## src/rtl/vga_vram_write_arbiter_if.sv

```systemverilog
// Request/response bundle between the MiniAlu decode side and the VRAM write arbiter.
// The master drives the CPU pixel and fill requests; the slave returns fill status and the VRAM write port.
interface vga_vram_write_arbiter_if #(
  parameter int COORD_WIDTH = 8,
  parameter int COLOR_WIDTH = 3
);
  logic                       iCpuWrite;
  logic [COORD_WIDTH-1:0]     iCpuX;
  logic [COORD_WIDTH-1:0]     iCpuY;
  logic [COLOR_WIDTH-1:0]     iCpuColor;
  logic                       iFillStart;
  logic [COORD_WIDTH-1:0]     iFillX0;
  logic [COORD_WIDTH-1:0]     iFillY0;
  logic [COORD_WIDTH-1:0]     iFillW;
  logic [COORD_WIDTH-1:0]     iFillH;
  logic [COLOR_WIDTH-1:0]     iFillColor;
  logic                       oFillBusy;
  logic                       oFillDone;
  logic [2*COORD_WIDTH-1:0]   oPixelCount;
  logic                       oWriteEnable;
  logic [2*COORD_WIDTH-1:0]   oWriteAddress;
  logic [COLOR_WIDTH-1:0]     oDataOut;

  modport master (
    output iCpuWrite, iCpuX, iCpuY, iCpuColor,
    output iFillStart, iFillX0, iFillY0, iFillW, iFillH, iFillColor,
    input  oFillBusy, oFillDone, oPixelCount,
    input  oWriteEnable, oWriteAddress, oDataOut
  );

  modport slave (
    input  iCpuWrite, iCpuX, iCpuY, iCpuColor,
    input  iFillStart, iFillX0, iFillY0, iFillW, iFillH, iFillColor,
    output oFillBusy, oFillDone, oPixelCount,
    output oWriteEnable, oWriteAddress, oDataOut
  );
endinterface

```

## src/rtl/vga_vram_write_arbiter.sv

```systemverilog
// Shares the single VRAM write port between CPU pixel writes and a rectangle-fill engine.
// The CPU always wins; a CPU write stalls the fill cursor for that cycle.
module vga_vram_write_arbiter #(
  parameter int COORD_WIDTH = 8,
  parameter int COLOR_WIDTH = 3
) (
  input logic                  Clock,
  input logic                  Reset,
  vga_vram_write_arbiter_if.slave bus
);
  localparam int ADDR_WIDTH = 2 * COORD_WIDTH;
  localparam logic [COORD_WIDTH-1:0] COORD_ONE = 1;
  localparam logic [ADDR_WIDTH-1:0]  COUNT_ONE = 1;

  typedef enum logic [1:0] {IDLE, FILL, DONE} state_t;
  state_t state, nextState;

  logic                   cpuVld_p0;
  logic [ADDR_WIDTH-1:0]  cpuAddr_p0;
  logic [COLOR_WIDTH-1:0] cpuColor_p0;

  logic [COORD_WIDTH-1:0] x0, fillW, fillH;
  logic [COLOR_WIDTH-1:0] fillColor;
  logic [COORD_WIDTH-1:0] cx, cy, col, row;
  logic [ADDR_WIDTH-1:0]  pixelCount;

  logic                   writeEnable_p1;
  logic [ADDR_WIDTH-1:0]  writeAddress_p1;
  logic [COLOR_WIDTH-1:0] dataOut_p1;
  logic                   fillBusy_p1;
  logic                   fillDone_p1;

  logic startAccept, sizeNonZero, fillStep, rowEnd, lastPixel;

  always_comb begin
    startAccept = (state == IDLE) && bus.iFillStart;
    sizeNonZero = (bus.iFillW != '0) && (bus.iFillH != '0);
    fillStep    = (state == FILL) && !cpuVld_p0;
    rowEnd      = (col == fillW - COORD_ONE);
    lastPixel   = rowEnd && (row == fillH - COORD_ONE);
  end

  always_comb begin
    nextState = state;
    case (state)
      IDLE:    if (startAccept) nextState = sizeNonZero ? FILL : DONE;
      FILL:    if (fillStep && lastPixel) nextState = DONE;
      DONE:    nextState = IDLE;
      default: nextState = IDLE;
    endcase
  end

  always_ff @(posedge Clock or negedge Reset) begin
    if (!Reset) state <= IDLE;
    else        state <= nextState;
  end

  // Stage p0: capture CPU request and fill parameters; these carry no reset
  always_ff @(posedge Clock) begin
    cpuAddr_p0  <= {bus.iCpuY, bus.iCpuX};
    cpuColor_p0 <= bus.iCpuColor;
    if (startAccept) begin
      x0        <= bus.iFillX0;
      fillW     <= bus.iFillW;
      fillH     <= bus.iFillH;
      fillColor <= bus.iFillColor;
    end
  end

  always_ff @(posedge Clock or negedge Reset) begin
    if (!Reset) begin
      cpuVld_p0       <= 1'b0;
      cx              <= '0;
      cy              <= '0;
      col             <= '0;
      row             <= '0;
      pixelCount      <= '0;
      writeEnable_p1  <= 1'b0;
      writeAddress_p1 <= '0;
      dataOut_p1      <= '0;
      fillBusy_p1     <= 1'b0;
      fillDone_p1     <= 1'b0;
    end else begin
      cpuVld_p0 <= bus.iCpuWrite;

      if (startAccept) begin
        pixelCount <= '0;
        cx         <= bus.iFillX0;
        cy         <= bus.iFillY0;
        col        <= '0;
        row        <= '0;
      end else if (fillStep) begin
        pixelCount <= pixelCount + COUNT_ONE;
        if (rowEnd) begin
          cx  <= x0;
          col <= '0;
          cy  <= cy + COORD_ONE;
          row <= row + COORD_ONE;
        end else begin
          cx  <= cx + COORD_ONE;
          col <= col + COORD_ONE;
        end
      end

      // Stage p1: registered VRAM write port and status
      writeEnable_p1 <= cpuVld_p0 || fillStep;
      if (cpuVld_p0) begin
        writeAddress_p1 <= cpuAddr_p0;
        dataOut_p1      <= cpuColor_p0;
      end else if (fillStep) begin
        writeAddress_p1 <= {cy, cx};
        dataOut_p1      <= fillColor;
      end else begin
        writeAddress_p1 <= '0;
        dataOut_p1      <= '0;
      end
      fillBusy_p1 <= (state != IDLE) || (nextState != IDLE);
      fillDone_p1 <= (state == DONE);
    end
  end

  assign bus.oWriteEnable  = writeEnable_p1;
  assign bus.oWriteAddress = writeAddress_p1;
  assign bus.oDataOut      = dataOut_p1;
  assign bus.oFillBusy     = fillBusy_p1;
  assign bus.oFillDone     = fillDone_p1;
  assign bus.oPixelCount   = pixelCount;
endmodule

```

## src/flat_wrapper.sv

```systemverilog
// flat-port wrapper written by rule: the top's interface ports become plain ports
module vga_vram_write_arbiter_flat 
#(
  parameter int COORD_WIDTH = 8,
  parameter int COLOR_WIDTH = 3
)
  (Clock, Reset, bus_iCpuWrite, bus_iCpuX, bus_iCpuY, bus_iCpuColor, bus_iFillStart, bus_iFillX0, bus_iFillY0, bus_iFillW, bus_iFillH, bus_iFillColor, bus_oFillBusy, bus_oFillDone, bus_oPixelCount, bus_oWriteEnable, bus_oWriteAddress, bus_oDataOut);
  vga_vram_write_arbiter_if #(.COORD_WIDTH(COORD_WIDTH), .COLOR_WIDTH(COLOR_WIDTH)) bus_i ();
  input logic Clock;
  input logic Reset;
  input wire logic [$bits(bus_i.iCpuWrite)-1:0] bus_iCpuWrite;
  input wire logic [$bits(bus_i.iCpuX)-1:0] bus_iCpuX;
  input wire logic [$bits(bus_i.iCpuY)-1:0] bus_iCpuY;
  input wire logic [$bits(bus_i.iCpuColor)-1:0] bus_iCpuColor;
  input wire logic [$bits(bus_i.iFillStart)-1:0] bus_iFillStart;
  input wire logic [$bits(bus_i.iFillX0)-1:0] bus_iFillX0;
  input wire logic [$bits(bus_i.iFillY0)-1:0] bus_iFillY0;
  input wire logic [$bits(bus_i.iFillW)-1:0] bus_iFillW;
  input wire logic [$bits(bus_i.iFillH)-1:0] bus_iFillH;
  input wire logic [$bits(bus_i.iFillColor)-1:0] bus_iFillColor;
  output wire logic [$bits(bus_i.oFillBusy)-1:0] bus_oFillBusy;
  output wire logic [$bits(bus_i.oFillDone)-1:0] bus_oFillDone;
  output wire logic [$bits(bus_i.oPixelCount)-1:0] bus_oPixelCount;
  output wire logic [$bits(bus_i.oWriteEnable)-1:0] bus_oWriteEnable;
  output wire logic [$bits(bus_i.oWriteAddress)-1:0] bus_oWriteAddress;
  output wire logic [$bits(bus_i.oDataOut)-1:0] bus_oDataOut;
  assign bus_i.iCpuWrite = bus_iCpuWrite;
  assign bus_i.iCpuX = bus_iCpuX;
  assign bus_i.iCpuY = bus_iCpuY;
  assign bus_i.iCpuColor = bus_iCpuColor;
  assign bus_i.iFillStart = bus_iFillStart;
  assign bus_i.iFillX0 = bus_iFillX0;
  assign bus_i.iFillY0 = bus_iFillY0;
  assign bus_i.iFillW = bus_iFillW;
  assign bus_i.iFillH = bus_iFillH;
  assign bus_i.iFillColor = bus_iFillColor;
  assign bus_oFillBusy = bus_i.oFillBusy;
  assign bus_oFillDone = bus_i.oFillDone;
  assign bus_oPixelCount = bus_i.oPixelCount;
  assign bus_oWriteEnable = bus_i.oWriteEnable;
  assign bus_oWriteAddress = bus_i.oWriteAddress;
  assign bus_oDataOut = bus_i.oDataOut;
  vga_vram_write_arbiter #(.COORD_WIDTH(COORD_WIDTH), .COLOR_WIDTH(COLOR_WIDTH)) u_core (.Clock(Clock), .Reset(Reset), .bus(bus_i));
endmodule
```

## config.mk

```make
export PLATFORM = sky130hd
export DESIGN_NAME = vga_vram_write_arbiter_flat
export DESIGN_NICKNAME = d
export VERILOG_FILES = /design/src/rtl/vga_vram_write_arbiter_if.sv /design/src/rtl/vga_vram_write_arbiter.sv /design/src/flat_wrapper.sv
export SDC_FILE = /design/constraint.sdc
export NUM_CORES = 1
export LEC_CHECK = 0
export CAP_MARGIN = 30
export CELL_PAD_IN_SITES_DETAIL_PLACEMENT = 2
export CELL_PAD_IN_SITES_GLOBAL_PLACEMENT = 2
export CORE_MARGIN = 10
export CORE_UTILIZATION = 35
export CTS_BUF_LIST = sky130_fd_sc_hd__clkbuf_2
export DETAILED_ROUTE_END_ITERATION = 10
export PLACE_DENSITY_LB_ADDON = 0.12
export SLEW_MARGIN = 30
export SYNTH_ARGS = -nofsm -noshare
export SYNTH_HDL_FRONTEND = slang
export SYNTH_SLANG_ARGS = --single-unit
```

## constraint.sdc

```tcl
create_clock -name Clock -period 3.34 [get_ports Clock]
set_clock_uncertainty 0.15 [all_clocks]
set_input_delay 0.668 -clock Clock [delete_from_list [all_inputs] [get_ports Clock]]
set_output_delay 0.668 -clock Clock [all_outputs]
set_load 0.01 [all_outputs]
```

==> reports/results.txt, run 1 <==
The run finished with clean final reports. The floorplan die width is 141 microns. After the first detailed-routing iteration, the DRC count stood at 152.

96 I/O pins were placed. The first global-routing pass estimated 24600 microns of wire. The smallest clock period supported by the final layout is computed as 3.11 ns. After synthesis, the netlist uses 54 different library cells. The number of warnings issued by yosys is 0, and the post-synthesis average cell area is 11.4 sq um. The run gives 19900 sq um as the die area. The share of synthesized registers carrying an async set or reset is 0.613. Summed over all instances, the cell type with the most area after synthesis is sky130_fd_sc_hd__dfrtp_1. Final critical-path share of the clock period: 0.930. The cell area power density works out to 534 nW/um^2.

For the data required time at the worst endpoint, the log shows 3.81 ns. The number of global-route vias before repair was 4509. Startpoint type of the worst setup path: a flop. The most used flip-flop cell after synthesis is sky130_fd_sc_hd__dfrtp_1.

The count of mapped cells out of synthesis is 452, and the clock transition at the registers of the reported paths is 0.19 ns. Port buffering added 95 buffers. The tools report the number of maximum-capacitance violations as 0. The floorplan step set the die height to 141 microns. The site row count was 44; the pin count of the biggest net entering global routing was 74. The run gives 0 as the number of remaining DRC errors. Across the VDD grid, the largest voltage drop is 476 uV. For the number of detailed-routing iterations run before antenna repair, the log shows 4. The number of hold violations in the final report was 0.

After synthesis the cells add up to 5130 sq um. The number of antenna violations at the first check in global routing is 0, and the starting density of the core is 0.356. By area the synthesized netlist is led by sky130_fd_sc_hd__dfrtp_1, sky130_fd_sc_hd__edfxtp_1, sky130_fd_sc_hd__dfxtp_1.

At the end of routability-driven placement, the weighted congestion stood at 0.832. The run gives 14400 sq um as the area of the core. Measured in cells, the most critical reg-to-reg path has a length of 9. The sequential fraction of the synthesis area was 0.588.

The count of flip-flops with a built-in enable after synthesis works out to 27. The cell chosen for the clock root is sky130_fd_sc_hd__clkbuf_2. Compared with the post-synthesis result, the final layout area differs by 27.3%.

The count of H-tree levels built during CTS is 4. OpenSTA, run right after detailed placement, puts the worst setup slack at 0.164 ns. The count of pins over their slew limit was 0; the proportion of layout cells with a drive suffix above 1 was 0.0857. After routing the design area is 6530 sq um. The total of flip-flops plus latches after synthesis works out to 119. The reg-to-reg endpoint is u_core.cy[7].

The number of cells on the worst hold path was 1; the via density per instance was 5.24. Global routing finished with a remaining overflow of 0. Half-perimeter wire length after placement: 10700 microns. The count of nets left with antenna violations after detail routing was 0. The worst hold path terminates at u_core.cpuAddr_p0[0]. TritonCTS built the clock tree.

Along the worst path, the maximum fanout reaches 20. The worst hold path belongs to the class input pin to flop. The number of nets handed over by synthesis was 517. The tools report the worst-case setup margin in the final layout as 0.234 ns. The tools report the number of buffers created by CTS as 17. Hold is met by 0.237 ns.

Based on the critical path, the design can be clocked at up to 0.322 GHz. The tightest slew margin relative to the limit is 0.490, and the top cell type's share of synthesized area is 0.356. The filler cells instantiated in the layout total 1501. The total inserted antenna cells was 0.

The run gives 0.154 as the total routing usage reported by global routing. The startpoint of the lowest-slack hold path is bus_iCpuX[0]. Dividing the detail-routed wire length by the instance count gives 19.4 microns. The tools report the final setup TNS as 0 ns.

In this run the register-to-register setup slack is 0.23 ns. The arrival time at the worst endpoint was 3.58 ns; the actual slew at the worst max-slew pin was 0.758 ns. The tools report the number of buffers added for setup after CTS as 0. The detailed router placed 3963 vias in this run.

No sink is reached through more buffers than the 2 on the longest clock path. The tools report the endpoint class of the critical path as a flop. For this design the static power due to leakage is 2.63 nW.

The critical path in this run is classified as flop to flop. The insertion delay of the later-clocked pin in the worst-skew pair is 0.69 ns. Setup repair after global routing left no endpoint under its margin. The routed design has 14700 microns of wire. In this run the cell area measured after placement is 6320 sq um. Setup violations remaining at the end of the flow were counted as 0.

The sink count of the clock tree was 119; the number of nets in the layout was 624. The tools report the startpoint of the worst register-to-register path as u_core.fillW[0].
-- Yosys cell counts (all sizes together), types with 2 or more instances --
master / count
a2111oi: 2
nand3: 20
inv: 15
a21oi: 10
and3: 6
or3: 7
edfxtp: 27
buf: 4
ha: 7
a31oi: 5
nor2: 34
a211o: 3
nor3b: 2
nor4: 6
o211ai: 2
a22o: 19
mux2i: 9
xnor2: 23
o41ai: 2
dfxtp: 19
o22ai: 2
o311ai: 3
nand2b: 5
xor2: 24
o21ai: 29
o31ai: 5
clkbuf: 13
nand2: 32
or4: 6
a22oi: 6
dfrtp: 73
nand4: 9
and4: 3
nor3: 6
-- cell type report --
| type | instances | area [sq um] | area share |
|---|---|---|---|
| sequential | 119 | 3020 | 0.462 |
| multi-input combinational | 301 | 2000 | 0.306 |
| timing repair buffer | 105 | 1030 | 0.158 |
| tap | 184 | 230 | 0.0352 |
| clock inverter | 15 | 114 | 0.0174 |
| clock buffer | 17 | 85.1 | 0.0130 |
| inverter | 15 | 56.3 | 0.00862 |
-- worst max path at each step --
stage | to | slack, ns | depth (start not counted) | from
2_1_floorplan | u_core.row[7] | 0.64 | 9 | u_core.fillW[0]
3_3_place_gp | u_core.cy[7] | 0.27 | 9 | u_core.fillW[0]
3_5_place_dp | u_core.cy[7] | 0.16 | 9 | u_core.fillW[0]
4_1_cts | u_core.cy[7] | 0.13 | 9 | u_core.fillW[0]
5_1_grt | u_core.cy[7] | 0.03 | 9 | u_core.fillW[0]
6_report | u_core.cy[7] | 0.23 | 9 | u_core.fillW[0]
-- metrics by stage --
stage	power (mW)	cells	utilization
6_report	3.49	756	0.453
5_1_grt	3.73	756	0.453
4_1_cts	3.56	756	0.453
3_5_place_dp	2.71	723	0.438
3_3_place_gp	2.66	723	0.438
2_1_floorplan	2.27	452	-
-- layer usage --
layer	wire [microns]	GRT usage	part of all wire
met3	748	0.0507	0.051
met5	0	0	0
met1	6550	0.184	0.45
met2	7170	0.254	0.49
met4	201	0.0500	0.014
-- cells by family (layout without fill, tap and decap cells) --
| group | after synthesis | in the layout | share of synthesized area |
|---|---|---|---|
| simple gates | 142 | 142 | 0.143 |
| flops | 119 | 119 | 0.588 |
| compound gates | 95 | 95 | 0.128 |
| xor+xnor | 47 | 47 | 0.0802 |
| buf+inv | 32 | 152 | 0.0239 |
| mux | 10 | 10 | 0.0198 |
| fa+ha+maj | 7 | 7 | 0.0171 |
-- worst max-delay path, stage by stage, from the launching register on --
cell	delay, ns
sky130_fd_sc_hd__edfxtp_1	0.50
sky130_fd_sc_hd__inv_1	0.10
sky130_fd_sc_hd__ha_1	0.21
sky130_fd_sc_hd__or4b_1	0.52
sky130_fd_sc_hd__a211oi_1	0.24
sky130_fd_sc_hd__nand2_1	0.12
sky130_fd_sc_hd__a211o_2	0.49
sky130_fd_sc_hd__buf_4	0.22
sky130_fd_sc_hd__or3_1	0.34
sky130_fd_sc_hd__a31oi_1	0.16
-- placed cells by master (no fill, tap or decap), types with 4 or more instances in the layout --
master / Yosys / layout
sky130_fd_sc_hd__and3_1: 6 / 6
sky130_fd_sc_hd__o31ai_1: 4 / 4
sky130_fd_sc_hd__nand3_1: 20 / 20
sky130_fd_sc_hd__xor2_1: 24 / 24
sky130_fd_sc_hd__clkdlybuf4s50_1: 0 / 94
sky130_fd_sc_hd__o21ai_0: 25 / 25
sky130_fd_sc_hd__dfrtp_1: 73 / 73
sky130_fd_sc_hd__or3_1: 7 / 7
sky130_fd_sc_hd__mux2i_1: 9 / 9
sky130_fd_sc_hd__a31oi_1: 5 / 5
sky130_fd_sc_hd__a22o_1: 19 / 19
sky130_fd_sc_hd__nor4_1: 5 / 5
sky130_fd_sc_hd__a22oi_1: 6 / 6
sky130_fd_sc_hd__ha_1: 7 / 7
sky130_fd_sc_hd__nand2_1: 32 / 32
sky130_fd_sc_hd__nand2b_1: 5 / 5
sky130_fd_sc_hd__buf_4: 0 / 9
sky130_fd_sc_hd__nand4_1: 9 / 9
sky130_fd_sc_hd__clkinv_2: 0 / 9
sky130_fd_sc_hd__o21ai_1: 4 / 4
sky130_fd_sc_hd__nor2_1: 34 / 34
sky130_fd_sc_hd__clkbuf_2: 0 / 17
sky130_fd_sc_hd__nor3_1: 6 / 6
sky130_fd_sc_hd__edfxtp_1: 27 / 27
sky130_fd_sc_hd__or4_1: 6 / 6
sky130_fd_sc_hd__inv_1: 14 / 14
sky130_fd_sc_hd__clkinvlp_4: 0 / 4
sky130_fd_sc_hd__a21oi_1: 10 / 10
sky130_fd_sc_hd__dfxtp_1: 19 / 19
sky130_fd_sc_hd__xnor2_1: 23 / 23
-- sequential cells by signal, indices dropped and copies added, names as in the netlist --
name and count:
u_core.state 2, u_core.fillColor 3, u_core.bus.oPixelCount 16, u_core.cpuColor_p0 3, u_core.bus.oFillBusy 1, u_core.bus.oFillDone 1
u_core.row 8, u_core.bus.oWriteEnable 1, u_core.fillW 8, u_core.cpuAddr_p0 16, u_core.fillH 8, u_core.cpuVld_p0 1
u_core.cx 8, u_core.x0 8, u_core.cy 8, u_core.bus.oDataOut 3, u_core.col 8, u_core.bus.oWriteAddress 16
-- power by group --
group	internal, mW	total (mW)	switching [mW]
Sequential	1.67	1.90	0.229
Clock	0.254	0.821	0.567
Combinational	0.429	0.768	0.340
Total	2.35	3.49	1.14
-- what timing repair did --
action	CTS	global route
hold endpoints to repair	73	0
hold buffers	1	0
setup endpoints to repair	0	4
resized for setup	0	1
Power figures use the tool's default switching activity.
==> run 2: changes to the inputs <==
--- a/config.mk
+++ b/config.mk
@@ -17,3 +17,4 @@
 export SYNTH_ARGS = -nofsm -noshare
 export SYNTH_HDL_FRONTEND = slang
 export SYNTH_SLANG_ARGS = --single-unit
+export TNS_END_PERCENT = 30
==> results of run 2 <==
Final layout, timing and power as in run 1 (identical DEF).
==> run 3: changes to the inputs <==
--- a/config.mk
+++ b/config.mk
@@ -13,7 +13,6 @@
 export CTS_BUF_LIST = sky130_fd_sc_hd__clkbuf_2
 export DETAILED_ROUTE_END_ITERATION = 10
 export PLACE_DENSITY_LB_ADDON = 0.12
-export SLEW_MARGIN = 30
 export SYNTH_ARGS = -nofsm -noshare
 export SYNTH_HDL_FRONTEND = slang
 export SYNTH_SLANG_ARGS = --single-unit
==> reports/results.txt, run 3 (synthesis gave the netlist of run 1 again) <==
The number of global-route vias before repair was 4532 (+0.51%). The tools report the insertion delay of the later-clocked pin in the worst-skew pair as 0.72 ns (+0.03 ns). The number of buffers created by CTS was 17 (unchanged); the cell area power density was 572 nW/um^2 (+7.1%). Leaving out fill and tap cells, the most frequent cell in the layout is sky130_fd_sc_hd__clkdlybuf4s50_1. The die area came out at 19900 sq um (unchanged).

In this run the critical register-to-register path is launched from u_core.fillW[1]. The via density per instance was 5.26 (+0.34%); the clock period minus worst slack was 3.14 ns (+0.0301 ns). The count of nets left with antenna violations after detail routing is 0 (unchanged), and the tightest hold margin is 0.202 ns (-0.0345 ns).

For the data required time at the worst endpoint, the log shows 3.84 ns (+0.03 ns). The worst-case setup slack after placement was 0.162 ns (-0.00238 ns). The run finished with clean final reports. The half-perimeter wire length after placement was 10900 microns (+1.7%); the vertical die dimension was 141 microns (unchanged). The logs give 0.832 (unchanged) for the placer's final routability congestion estimate and 0 (unchanged) for the number of maximum-capacitance violations. For the worst supply voltage drop on vdd, the log shows 542 uV (+14%).

The post-synthesis to final-layout area growth came out at 29.7%. The maximum clock rate is 0.319 GHz (-0.96%), and the overall via count from detail_route is 3987 (+0.61%). I/O pin count: 96 (unchanged). The post-route standard cell area excluding fillers came out at 6660 sq um (+1.9%). The run gives 0.356 (unchanged) as the starting density of the core.

TritonCTS built the clock tree. The actual slew at the worst max-slew pin is 0.695 ns (-0.0633 ns). By startpoint and endpoint, the worst setup path is classified as flop to flop. The largest fanout on the critical path is 20 (unchanged), and the leakage component of the power is 2.69 nW (+2.2%). The number of buffers added on ports works out to 95 (unchanged). The reg-to-reg endpoint is u_core.cy[5]. The tools report the overall routed net length as 15000 microns (+2.3%). The total inserted antenna cells is 0 (unchanged). The total grt overflow is 0 (unchanged).

The proportion of layout cells with a drive suffix above 1 was 0.0836 (-0.00204). The tools report the final setup TNS as 0 ns (unchanged). Final critical-path share of the clock period: 0.939 (+0.00900). The tools report the site row count as 44 (unchanged).

The number of nets in the layout was 626 (+0.32%); the number of hold violations in the final report was 0 (unchanged). For the number of remaining DRC errors, the log shows 0 (unchanged). Setup repair after global routing left no endpoint under its margin. The clock transition at the registers of the reported paths was 0.19 ns (about the same); the final routed wire length divided by cell count was 19.8 microns (+2.1%). The setup slack on the worst flop-to-flop path was 0.20 ns (-0.03 ns).

Leaving out fill and tap cells, the most frequent cells in the layout are sky130_fd_sc_hd__clkdlybuf4s50_1, sky130_fd_sc_hd__dfrtp_1, sky130_fd_sc_hd__nor2_1. The depth of the worst register-to-register path was 8 (-1). The run gives 3.81 mW (+9.2%) as the overall power after layout.

The endpoint class of the critical path was a flop. The number of failing setup endpoints in the final timing report came out at 0 (unchanged). The logs give 6340 sq um (+0.38%) for the post-detailed-placement cell area and 4 (unchanged) for the count of H-tree levels built during CTS. The tools report the number of antenna violations at the first check in global routing as 0 (unchanged).

The tools report the cell chosen for the clock root as sky130_fd_sc_hd__clkbuf_2. The sink count of the clock tree is 119 (unchanged), and the tightest slew margin relative to the limit is 0.525 (+0.0349). First-pass GRT wire length: 25000 microns (+1.7%). The tools report the total routing usage reported by global routing as 0.158 (+0.00391).

The arrival time at the worst endpoint is 3.63 ns (+0.05 ns). The worst hold path belongs to the class input pin to asynchronous set/reset pin. The initial detailed-routing violation count came out at 146 (-3.9%). STA classifies the critical path startpoint as a flop. The maximum clock path buffer count is 2 (unchanged). Floorplan die width: 141 microns (unchanged).

The run gives 54 (-27%) as the pin count of the biggest net entering global routing. The number of detailed-routing iterations run before antenna repair is 4 (unchanged), and the area of the core is 14400 sq um (unchanged). The tools report the worst-case setup margin in the final layout as 0.204 ns (-0.0301 ns). The count of pins over their slew limit was 0 (unchanged).
==> run 3: cell count changes in the layout (fill, tap and decap cells not counted) <==
| cell | before | now |
|---|---|---|
| sky130_fd_sc_hd__clkinv_2 | 9 | 3 |
| sky130_fd_sc_hd__buf_6 | 1 | 0 |
| sky130_fd_sc_hd__buf_4 | 9 | 11 |
| sky130_fd_sc_hd__buf_16 | 0 | 1 |
| sky130_fd_sc_hd__bufinv_16 | 1 | 5 |
| sky130_fd_sc_hd__clkinvlp_4 | 4 | 2 |
| sky130_fd_sc_hd__clkinv_4 | 1 | 2 |
| sky130_fd_sc_hd__clkinv_1 | 0 | 3 |
==> run 3: critical path, stage by stage (launching register included) <==
cell	delay (ns)
sky130_fd_sc_hd__edfxtp_1	0.48
sky130_fd_sc_hd__inv_1	0.09
sky130_fd_sc_hd__ha_1	0.21
sky130_fd_sc_hd__or4b_1	0.51
sky130_fd_sc_hd__a211oi_1	0.24
sky130_fd_sc_hd__nand2_1	0.12
sky130_fd_sc_hd__a211o_2	0.49
sky130_fd_sc_hd__or4_1	0.57
sky130_fd_sc_hd__a31oi_1	0.21
==> run 3: layout make-up <==
cell class	count	area, sq um
timing repair buffer	107	1060
multi-input combinational	301	2000
tap	184	230
clock inverter	15	209
inverter	15	56.3
fill	1497	7770
clock buffer	17	85.1
sequential	119	3020
==> run 3: repair_timing <==
action	CTS	global route
setup endpoints to repair	0	5
endpoints found under the hold margin	73	0
setup buffers	0	1
resized for setup	0	1
hold buffers	1	0
==> run 3: worst max path at each step <==
stage                    startpoint  cells past startpoint  slack, ns            end
finish              u_core.fillW[1]                      8       0.20   u_core.cy[5]
global placement    u_core.fillW[0]                      9       0.27   u_core.cy[7]
floorplan           u_core.fillW[0]                      9       0.64  u_core.row[7]
CTS                 u_core.fillW[0]                      8       0.04   u_core.cy[5]
detailed placement  u_core.fillW[0]                      9       0.16   u_core.cy[7]
global route        u_core.fillW[1]                      8       0.02   u_core.cy[5]
==> run 3: metrics by stage <==
| step | std cells | utilization |
|---|---|---|
| 3_3_place_gp | 723 | 0.438 |
| 6_report | 758 | 0.462 |
| 2_1_floorplan | 452 | - |
| 5_1_grt | 758 | 0.462 |
| 4_1_cts | 757 | 0.461 |
| 3_5_place_dp | 724 | 0.440 |
==> run 3: layer usage <==
layer  vias to the layer above  part of all wire  global-route usage
met5                         -                 0                   0
li1                       1875                 -                   -
met4                         0             0.014              0.0505
met2                        79              0.49               0.259
met3                        16             0.053              0.0541
met1                      2017              0.44               0.190
==> run 3: report_power, final <==
part           internal, mW  leakage [nW]  switching [mW]
sequential             1.67          1.29           0.231
combinational         0.432          1.23           0.345
clock                 0.557         0.166           0.574
